$ cat src/rtl/psum_pkg.sv
// Shared constants and types for the partial-sum writeback path.
package psum_pkg;

  localparam int unsigned LANES  = 10;
  localparam int unsigned PSUM_W = 22;
  localparam int unsigned OUT_W  = 8;
  localparam int unsigned ADDR_W = 12;
  localparam int unsigned BUS_W  = LANES * PSUM_W;

  typedef enum logic {IDLE, DRAIN} state_t;

  // LSB position of lane k inside the packed toPsum bus.
  function automatic int unsigned lane_lsb(input int unsigned k);
    return k * PSUM_W;
  endfunction

endpackage

$ cat src/rtl/psum_requant.sv
// One-lane requantizer: ReLU, rounding right shift, clip to OUT_W bits.
module psum_requant #(
  parameter int unsigned PSUM_W = psum_pkg::PSUM_W,
  parameter int unsigned OUT_W  = psum_pkg::OUT_W
) (
  input  logic [PSUM_W-1:0] i_x,
  input  logic [4:0]        i_shift,
  output logic [OUT_W-1:0]  o_data,
  output logic              o_sat
);
  import psum_pkg::*;

  localparam int unsigned W1  = PSUM_W + 1;
  localparam int unsigned MAX = (1 << OUT_W) - 1;

  logic [W1-1:0] w_rnd;
  logic [W1-1:0] w_ext;
  logic [W1-1:0] w_r;
  logic          w_neg;

  // One extra bit keeps x + half-LSB from overflowing for positive x.
  assign w_neg = i_x[PSUM_W-1];
  assign w_rnd = (i_shift == 5'd0) ? '0 : (W1'(1) << (i_shift - 5'd1));
  assign w_ext = {1'b0, i_x} + w_rnd;
  assign w_r   = w_ext >> i_shift;

  assign o_sat  = !w_neg && (w_r > W1'(MAX));
  assign o_data = w_neg ? '0 : (o_sat ? '1 : w_r[OUT_W-1:0]);

endmodule

$ cat src/rtl/psum_writeback.sv
// Captures a packed psum word and drains it lane by lane to the ofmap buffer.
// Optional PSUM_SAT_STATS_EN adds a saturating count of clipped beats.
module psum_writeback #(
  parameter int unsigned LANES  = psum_pkg::LANES,
  parameter int unsigned PSUM_W = psum_pkg::PSUM_W,
  parameter int unsigned OUT_W  = psum_pkg::OUT_W,
  parameter int unsigned ADDR_W = psum_pkg::ADDR_W
) (
  input  logic                    clk,
  input  logic                    rst,
  input  logic                    psum_valid,
  output logic                    psum_ready,
  input  logic [LANES*PSUM_W-1:0] psum_in,
  input  logic [LANES-1:0]        lane_mask,
  input  logic [4:0]              shift,
  input  logic                    frame_start,
  input  logic [ADDR_W-1:0]       base_addr,
  output logic                    out_valid,
  input  logic                    out_ready,
  output logic [OUT_W-1:0]        out_data,
  output logic [ADDR_W-1:0]       out_addr,
  output logic [15:0]             out_count
`ifdef PSUM_SAT_STATS_EN
  ,
  output logic [15:0]             sat_count
`endif
);
  import psum_pkg::*;

  localparam int unsigned IDX_W = $clog2(LANES);

  state_t                         r_state;
  logic [LANES-1:0][PSUM_W-1:0]   r_lane;
  logic [LANES-1:0]               r_mask;
  logic [4:0]                     r_shift;
  logic [IDX_W-1:0]               r_idx;
  logic [ADDR_W-1:0]              r_addr;
  logic [15:0]                    r_count;

  logic [PSUM_W-1:0] w_lane;
  logic [OUT_W-1:0]  w_q;
  logic              w_sat;
  logic              w_beat;
  logic              w_fire;
  logic              w_adv;
  logic              w_last;

  assign w_lane = r_lane[r_idx];
  assign w_beat = (r_state == DRAIN) && r_mask[r_idx];
  assign w_fire = w_beat && out_ready;
  assign w_adv  = (r_state == DRAIN) && (!r_mask[r_idx] || out_ready);
  assign w_last = (r_idx == IDX_W'(LANES - 1));

  psum_requant #(
    .PSUM_W(PSUM_W),
    .OUT_W (OUT_W)
  ) u_requant (
    .i_x    (w_lane),
    .i_shift(r_shift),
    .o_data (w_q),
    .o_sat  (w_sat)
  );

  assign psum_ready = (r_state == IDLE);
  assign out_valid  = w_beat;
  assign out_data   = w_beat ? w_q : '0;
  assign out_addr   = r_addr;
  assign out_count  = r_count;

  always_ff @(posedge clk) begin
    if (rst) begin
      r_state <= IDLE;
      r_lane  <= '0;
      r_mask  <= '0;
      r_shift <= '0;
      r_idx   <= '0;
      r_addr  <= '0;
      r_count <= '0;
    end else if (r_state == IDLE) begin
      // Address load and capture share an edge, so the word starts at base_addr.
      if (frame_start) begin
        r_addr  <= base_addr;
        r_count <= '0;
      end
      if (psum_valid) begin
        r_lane  <= psum_in;
        r_mask  <= lane_mask;
        r_shift <= shift;
        r_idx   <= '0;
        r_state <= DRAIN;
      end
    end else begin
      if (w_fire) begin
        r_addr <= r_addr + ADDR_W'(1);
        if (r_count != '1) r_count <= r_count + 16'd1;
      end
      if (w_adv) begin
        if (w_last) r_state <= IDLE;
        else        r_idx   <= r_idx + IDX_W'(1);
      end
    end
  end

`ifdef PSUM_SAT_STATS_EN
  logic [15:0] r_sat;

  always_ff @(posedge clk) begin
    if (rst) begin
      r_sat <= '0;
    end else if (r_state == IDLE) begin
      if (frame_start) r_sat <= '0;
    end else if (w_fire && w_sat && (r_sat != '1)) begin
      r_sat <= r_sat + 16'd1;
    end
  end

  assign sat_count = r_sat;
`else
  logic w_unused_sat;
  assign w_unused_sat = w_sat;
`endif

endmodule

$ cat config.mk
export PLATFORM = sky130hd
export DESIGN_NAME = psum_writeback
export DESIGN_NICKNAME = d
export VERILOG_FILES = /design/src/rtl/psum_pkg.sv /design/src/rtl/psum_requant.sv /design/src/rtl/psum_writeback.sv
export SDC_FILE = /design/constraint.sdc
export NUM_CORES = 1
export LEC_CHECK = 0
export ABC_CLOCK_PERIOD_IN_PS = 5300
export BUFFER_PORTS_ARGS = -buffer_cell sky130_fd_sc_hd__clkbuf_2
export CORE_UTILIZATION = 51
export CTS_CLUSTER_DIAMETER = 200
export DETAILED_ROUTE_END_ITERATION = 6
export GPL_TIMING_DRIVEN = 1
export PLACE_DENSITY = 0.75
export SLEW_MARGIN = 20
export SYNTH_ARGS = -nofsm -noshare
export SYNTH_HDL_FRONTEND = slang
export SYNTH_HIERARCHICAL = 1
export SYNTH_SLANG_ARGS = --single-unit
$ cat constraint.sdc
create_clock -name clk -period 5.3 [get_ports clk]
set_clock_uncertainty 0.2 [all_clocks]
set_input_delay 0.53 -clock clk [delete_from_list [all_inputs] [get_ports clk]]
set_output_delay 0.53 -clock clk [all_outputs]
set_load 0.1 [all_outputs]
# Word-level counts from Yosys, hierarchy flattened
# Cells that the tools add are included.
[word_totals] ff_bits=268 input_bits=252 output_inout_bits=38 wordCells=69
[op_classes] add_sub_neg=5 order_cmp=2 n_eq_ne=6 shift=2 muxes=23 n_bitwise=1 n_reduce_logical=14
[op_table] operator="22-bit binary-select mux with 4-bit select" count=1
[op_table] operator="16-bit two-way mux" count=4
[op_table] operator="12-bit two-way mux" count=3
[op_table] operator="8-bit two-way mux" count=3
[op_table] operator="22-bit by 23-bit adder with 23-bit output" count=1
[op_table] operator="23-bit by 8-bit greater-than comparator with 1-bit output, second input constant" count=1
[op_table] operator="23-bit two-way mux" count=1
[op_table] operator="1-bit by 5-bit << shifter with 23-bit output, first input constant" count=1
[op_table] operator="23-bit by 5-bit >> shifter with 23-bit output" count=1
[op_table] operator="22-bit two-way mux" count=1
[op_table] operator="16-bit by 1-bit adder with 16-bit output, second input constant" count=1
[op_table] operator="4-bit two-way mux" count=4
[op_table] operator="16-bit inequality test, second input constant" count=1
[op_table] operator="12-bit by 1-bit adder with 12-bit output, second input constant" count=1
[op_table] operator="2-bit by 1-bit inequality test with 1-bit output, second input constant" count=3
[op_table] operator="3-bit AND reduction" count=2
[op_table] operator="5-bit zero test" count=1
[op_table] operator="4-bit by 5-bit less-than comparator with 1-bit output, second input constant" count=1
[op_table] operator="1-bit two-way mux" count=5
[op_table] operator="5-bit by 1-bit subtractor with 5-bit output, second input constant" count=1
[op_table] operator="4-bit by 1-bit adder with 4-bit output, second input constant" count=1
[op_table] operator="1-bit binary-select mux with 4-bit select" count=1
[op_table] operator="4-bit == test, second input constant" count=1
[op_table] operator="1-bit logical AND" count=4
[op_table] operator="6 further kinds" count=9

# Logic depth before layout (Yosys ltp)
[logic_depth] ltp_word=10 depth_mapped=21 ltp_nobuf=20

# Cells and area by module
# The synthesis kept the hierarchy.
[by_module_without_submodules] mod="psum_writeback" n_inst=1 cells_per_inst=1408 area_per_inst_um2=11638.7 seq_area_each_um2=5365.1
[by_module_without_submodules] mod="psum_requant" n_inst=1 cells_per_inst=425 area_per_inst_um2=2813.9 seq_area_each_um2=0.0

# Worst setup path before layout
# No wires, ideal clock.
[synth_path] path_kind="register to output" startpoint="register r_idx[0]" endpoint="output out_data[7]" arrival_time_ns=5.148 t_required_ns=4.570 slack_ns=-0.578 path_stages_with_launch=20 path_buffers=3 path_cell_list="dfxtp_1 buf_6 buf_1 mux4_2 mux2i_1 o22ai_1 ha_1 buf_2 a21o_1 a21o_1 and2_1 a221oi_1 o221a_2 a31oi_1 o211ai_1 a21oi_1 o22ai_1 nor3_2 a211oi_1 and2_1"
[synth_between] elab_chain_len=9 word_cells_on_any_way=13 classes_between="1 x add/sub; 1 x order compare; 1 x shift; 7 x mux; 3 x reduce/logical"
[synth_lines] item="start: declaration" line="psum_writeback.sv:36" source="logic [IDX_W-1:0] r_idx;"
[synth_lines] item="start signal: assignment" line="psum_writeback.sv:99" source="else r_idx <= r_idx + IDX_W'(1);"
[synth_lines] item="22-bit binary-select mux with 4-bit select (*)" line="psum_writeback.sv:48" source="assign w_lane = r_lane[r_idx];"
[synth_lines] item="22-bit two-way mux (not written as such) (*)" line="psum_writeback.sv:48"
[synth_lines] item="named net w_lane[7]" line="psum_writeback.sv:40" source="logic [PSUM_W-1:0] w_lane;"
[synth_lines] item="22-bit by 23-bit adder with 23-bit output (*)" line="psum_requant.sv:24" source="assign w_ext = {1'b0, i_x} + w_rnd;"
[synth_lines] item="23-bit by 5-bit >> shifter with 23-bit output (*)" line="psum_requant.sv:25" source="assign w_r = w_ext >> i_shift;"
[synth_lines] item="23-bit by 8-bit greater-than comparator with 1-bit output" line="psum_requant.sv:27" source="assign o_sat = !w_neg && (w_r > W1'(MAX));"
[synth_lines] item="1-bit logical AND" line="psum_requant.sv:27"
[synth_lines] item="8-bit two-way mux (*) (2 in series)" line="psum_requant.sv:28" source="assign o_data = w_neg ? '0 : (o_sat ? '1 : w_r[OUT_W-1:0]);"
[synth_lines] item="named net w_q[7]" line="psum_writeback.sv:41" source="logic [OUT_W-1:0] w_q;"
[synth_lines] item="8-bit two-way mux (*)" line="psum_writeback.sv:66" source="assign out_data = w_beat ? w_q : '0;"
[synth_lines] item="end: declaration" line="psum_writeback.sv:20" source="output logic [OUT_W-1:0] out_data,"
# The timed path passes the listed nets; every way through them passes the cells marked *. The select of a mux whose other input is x is not followed.

# Final worst setup path
[layout_path] startpoint="register r_idx[0]" endpoint="output out_data[3]"
# The elaborated chain is that of the path after synthesis.

==> qor.yml <==
setup_path:
  crit_required_ns: 4.57
  worstSetupPathType: "reg -> out"
  crit_fanout: 7
  crit_arrival_ns: 5.36
  cp-end-kind: "primary output"
  cp-start-kind: "flip-flop"
finish:
  num-nets-final: 2590
  area_growth_pct: 39.5
  seq_area_sq_um: 5380
  drive_gt1_frac: 0.293
  fillers: 2069
  multi_input_area_sq_um: 8890
grt:
  grt_usage: 0.348
  grt_pass1_wl_um: 79500
  antenna_found_initial: 1
  first_global_vias: 15167
  grt_max_degree: 187
  grt_overflow: 0
detailed_routing:
  dr.first_iter.drc_count: 1290
  vias_per_cell: 5.90
  firstDrtPassIters: 5
  wl_um: 52200
  drtAntennaViolNets: 0
  vias: 15998
  route.detailed.drc: 0
  wl_per_cell_um: 19.3
sta:
  timing.fmax_mhz: 164
  slew_headroom: 0.327
  finalCritPeriodShare: 1.15
  post-route-min-period_ns: 6.09
  rsz0062_at_grt: "yes"
  fin_hold_ws_ns: 0.00483
  finalHoldViolations: 0
  setup_viol: 8
  setup_ws_ns: -0.793
  slew_violations: 0
  worst_pin_slew_ns: 1.01
power_and_ir_drop:
  vdd_ir_drop_max_uv: 253
  p_leak_nw: 8.31
  total_power_mw: 5.63
  powerDensity_nw_per_um2: 279
logic_synthesis:
  syn_inst: 1832
  netlist_area_sq_um: 14400
  yosys_warnings: 6
  avgSynthCellArea_sq_um: 7.89
  syn_nets: 2113
clock_network:
  clk_pin_slew_ns: 0.06
  clockBufferDepth: 3
  htree_levels: 1
  clk_latency_ns: 0.56
  clock-root-buffer: "clkbuf_16"
  cts_buffers: 29
  cts.sinks: 268
  cts_tree: "yes"
floorplanning:
  initial_core_util: 0.519
  core_area_sq_um: 27900
  ios: 290
  die-area_sq_um: 29000
  row_count: 61
  fp.dieW_um: 170
  die_h_um: 170
run_status:
  violations: "setup timing"
  status: "finished, violations left"
worst_hold_path:
  hp-class: "in -> reg"
placed_design:
  portBuffers: 289
  place.gp.congestion: 0.989
  place_ws_ns: -0.341
  dp_hpwl_um: 36200
run:
  drv_cap: 0
==> flip-flops by register name, indices dropped and copies added (netlist names) <==
signal     cells
r_mask        10
r_lane       220
out_addr      12
r_shift        5
out_count     16
r_idx          4
r_state        1
==> path summary, 6_finish.rpt <==
path | depth (start not counted) | end | slack, ns | start
max | 21 | out_data[3] | -0.79 | r_idx[0]$_SDFFE_PP0P_
min | 3 | r_lane[32]$_SDFFE_PP0P_ | 0.005 | psum_in[32]
max reg2reg | 9 | out_count[4]$_SDFFE_PP0P_ | 2.13 | r_idx[0]$_SDFFE_PP0P_
min reg2reg | 2 | r_lane[176]$_SDFFE_PP0P_ | 0.25 | r_lane[176]$_SDFFE_PP0P_
==> layout by cell type (no fill, tap or decap), types with 11 or more instances in the layout <==
master,count
a211oi_1,11
a21o_1,11
a21oi_1,283
a311oi_1,15
buf_12,19
buf_4,163
clkbuf_16,29
clkbuf_2,280
clkbuf_8,11
dfxtp_1,262
dlygate4sd3_1,114
ha_1,24
inv_1,17
mux2i_1,61
mux4_2,47
nand2_1,543
nand3_1,18
nor2_1,66
nor3_1,16
o211ai_1,11
o21ai_0,35
o22ai_1,21
==> critical path, stage by stage, from the launching register on <==
cell	delay (ns)
dfxtp_4	0.41
buf_12	0.15
buf_4	0.12
mux4_2	0.48
mux2i_1	0.18
o22ai_2	0.13
fa_2	0.45
a211oi_4	0.31
o21ai_4	0.11
a221oi_2	0.30
buf_4	0.20
o21bai_4	0.08
xor2_2	0.20
buf_4	0.16
a21oi_4	0.15
a21oi_4	0.08
o41ai_2	0.33
o2111ai_2	0.23
o21ai_2	0.26
a31oi_1	0.14
and2_4	0.16
buf_12	0.16
==> metal layers <==
metal  GRT usage  wire length, um  up-vias
met4       0.144             2260        0
met3      0.0440             3740      150
met1       0.441            21100     7627
met5           0                0        -
li1            -                -     7414
met2       0.595            25100      807
==> power breakdown <==
group          total, mW  internal [mW]  leakage, nW  switching, mW
Combinational       1.25          0.539         5.59          0.707
Sequential          2.22           2.13         2.20         0.0830
Clock               2.17           1.30        0.519          0.867
==> metrics by stage <==
stage | utilization | TNS [ns] | area [sq um] | cells
4_1_cts | 0.711 | -5.38 | 19800 | 2702
6_report | 0.724 | -6.13 | 20200 | 2711
5_1_grt | 0.724 | -7.40 | 20200 | 2711
3_5_place_dp | 0.622 | -2.31 | 17300 | 2519
2_1_floorplan | - | 0 | 14500 | 1832
3_3_place_gp | 0.622 | -1.76 | 17300 | 2519
==> repair_timing <==
item,4_1_cts,5_1_grt
gates resized for setup,41,65
pin swaps,28,44
setup buffers,14,9
endpoints found under the setup margin,8,8
gates cloned,1,0
hold buffers,114,0
hold endpoints to repair,114,0
==> final cells by class <==
cell class,instances,share of cell area
inverters,21,0.00410
clock inverters,13,0.00869
flip-flops and latches,268,0.267
diodes,1,0.000124
repair buffers,587,0.213
well taps,378,0.0235
multi-input cells,1402,0.441
clock buffers,41,0.0432
No activity file was read; power rests on OpenSTA's default activity.
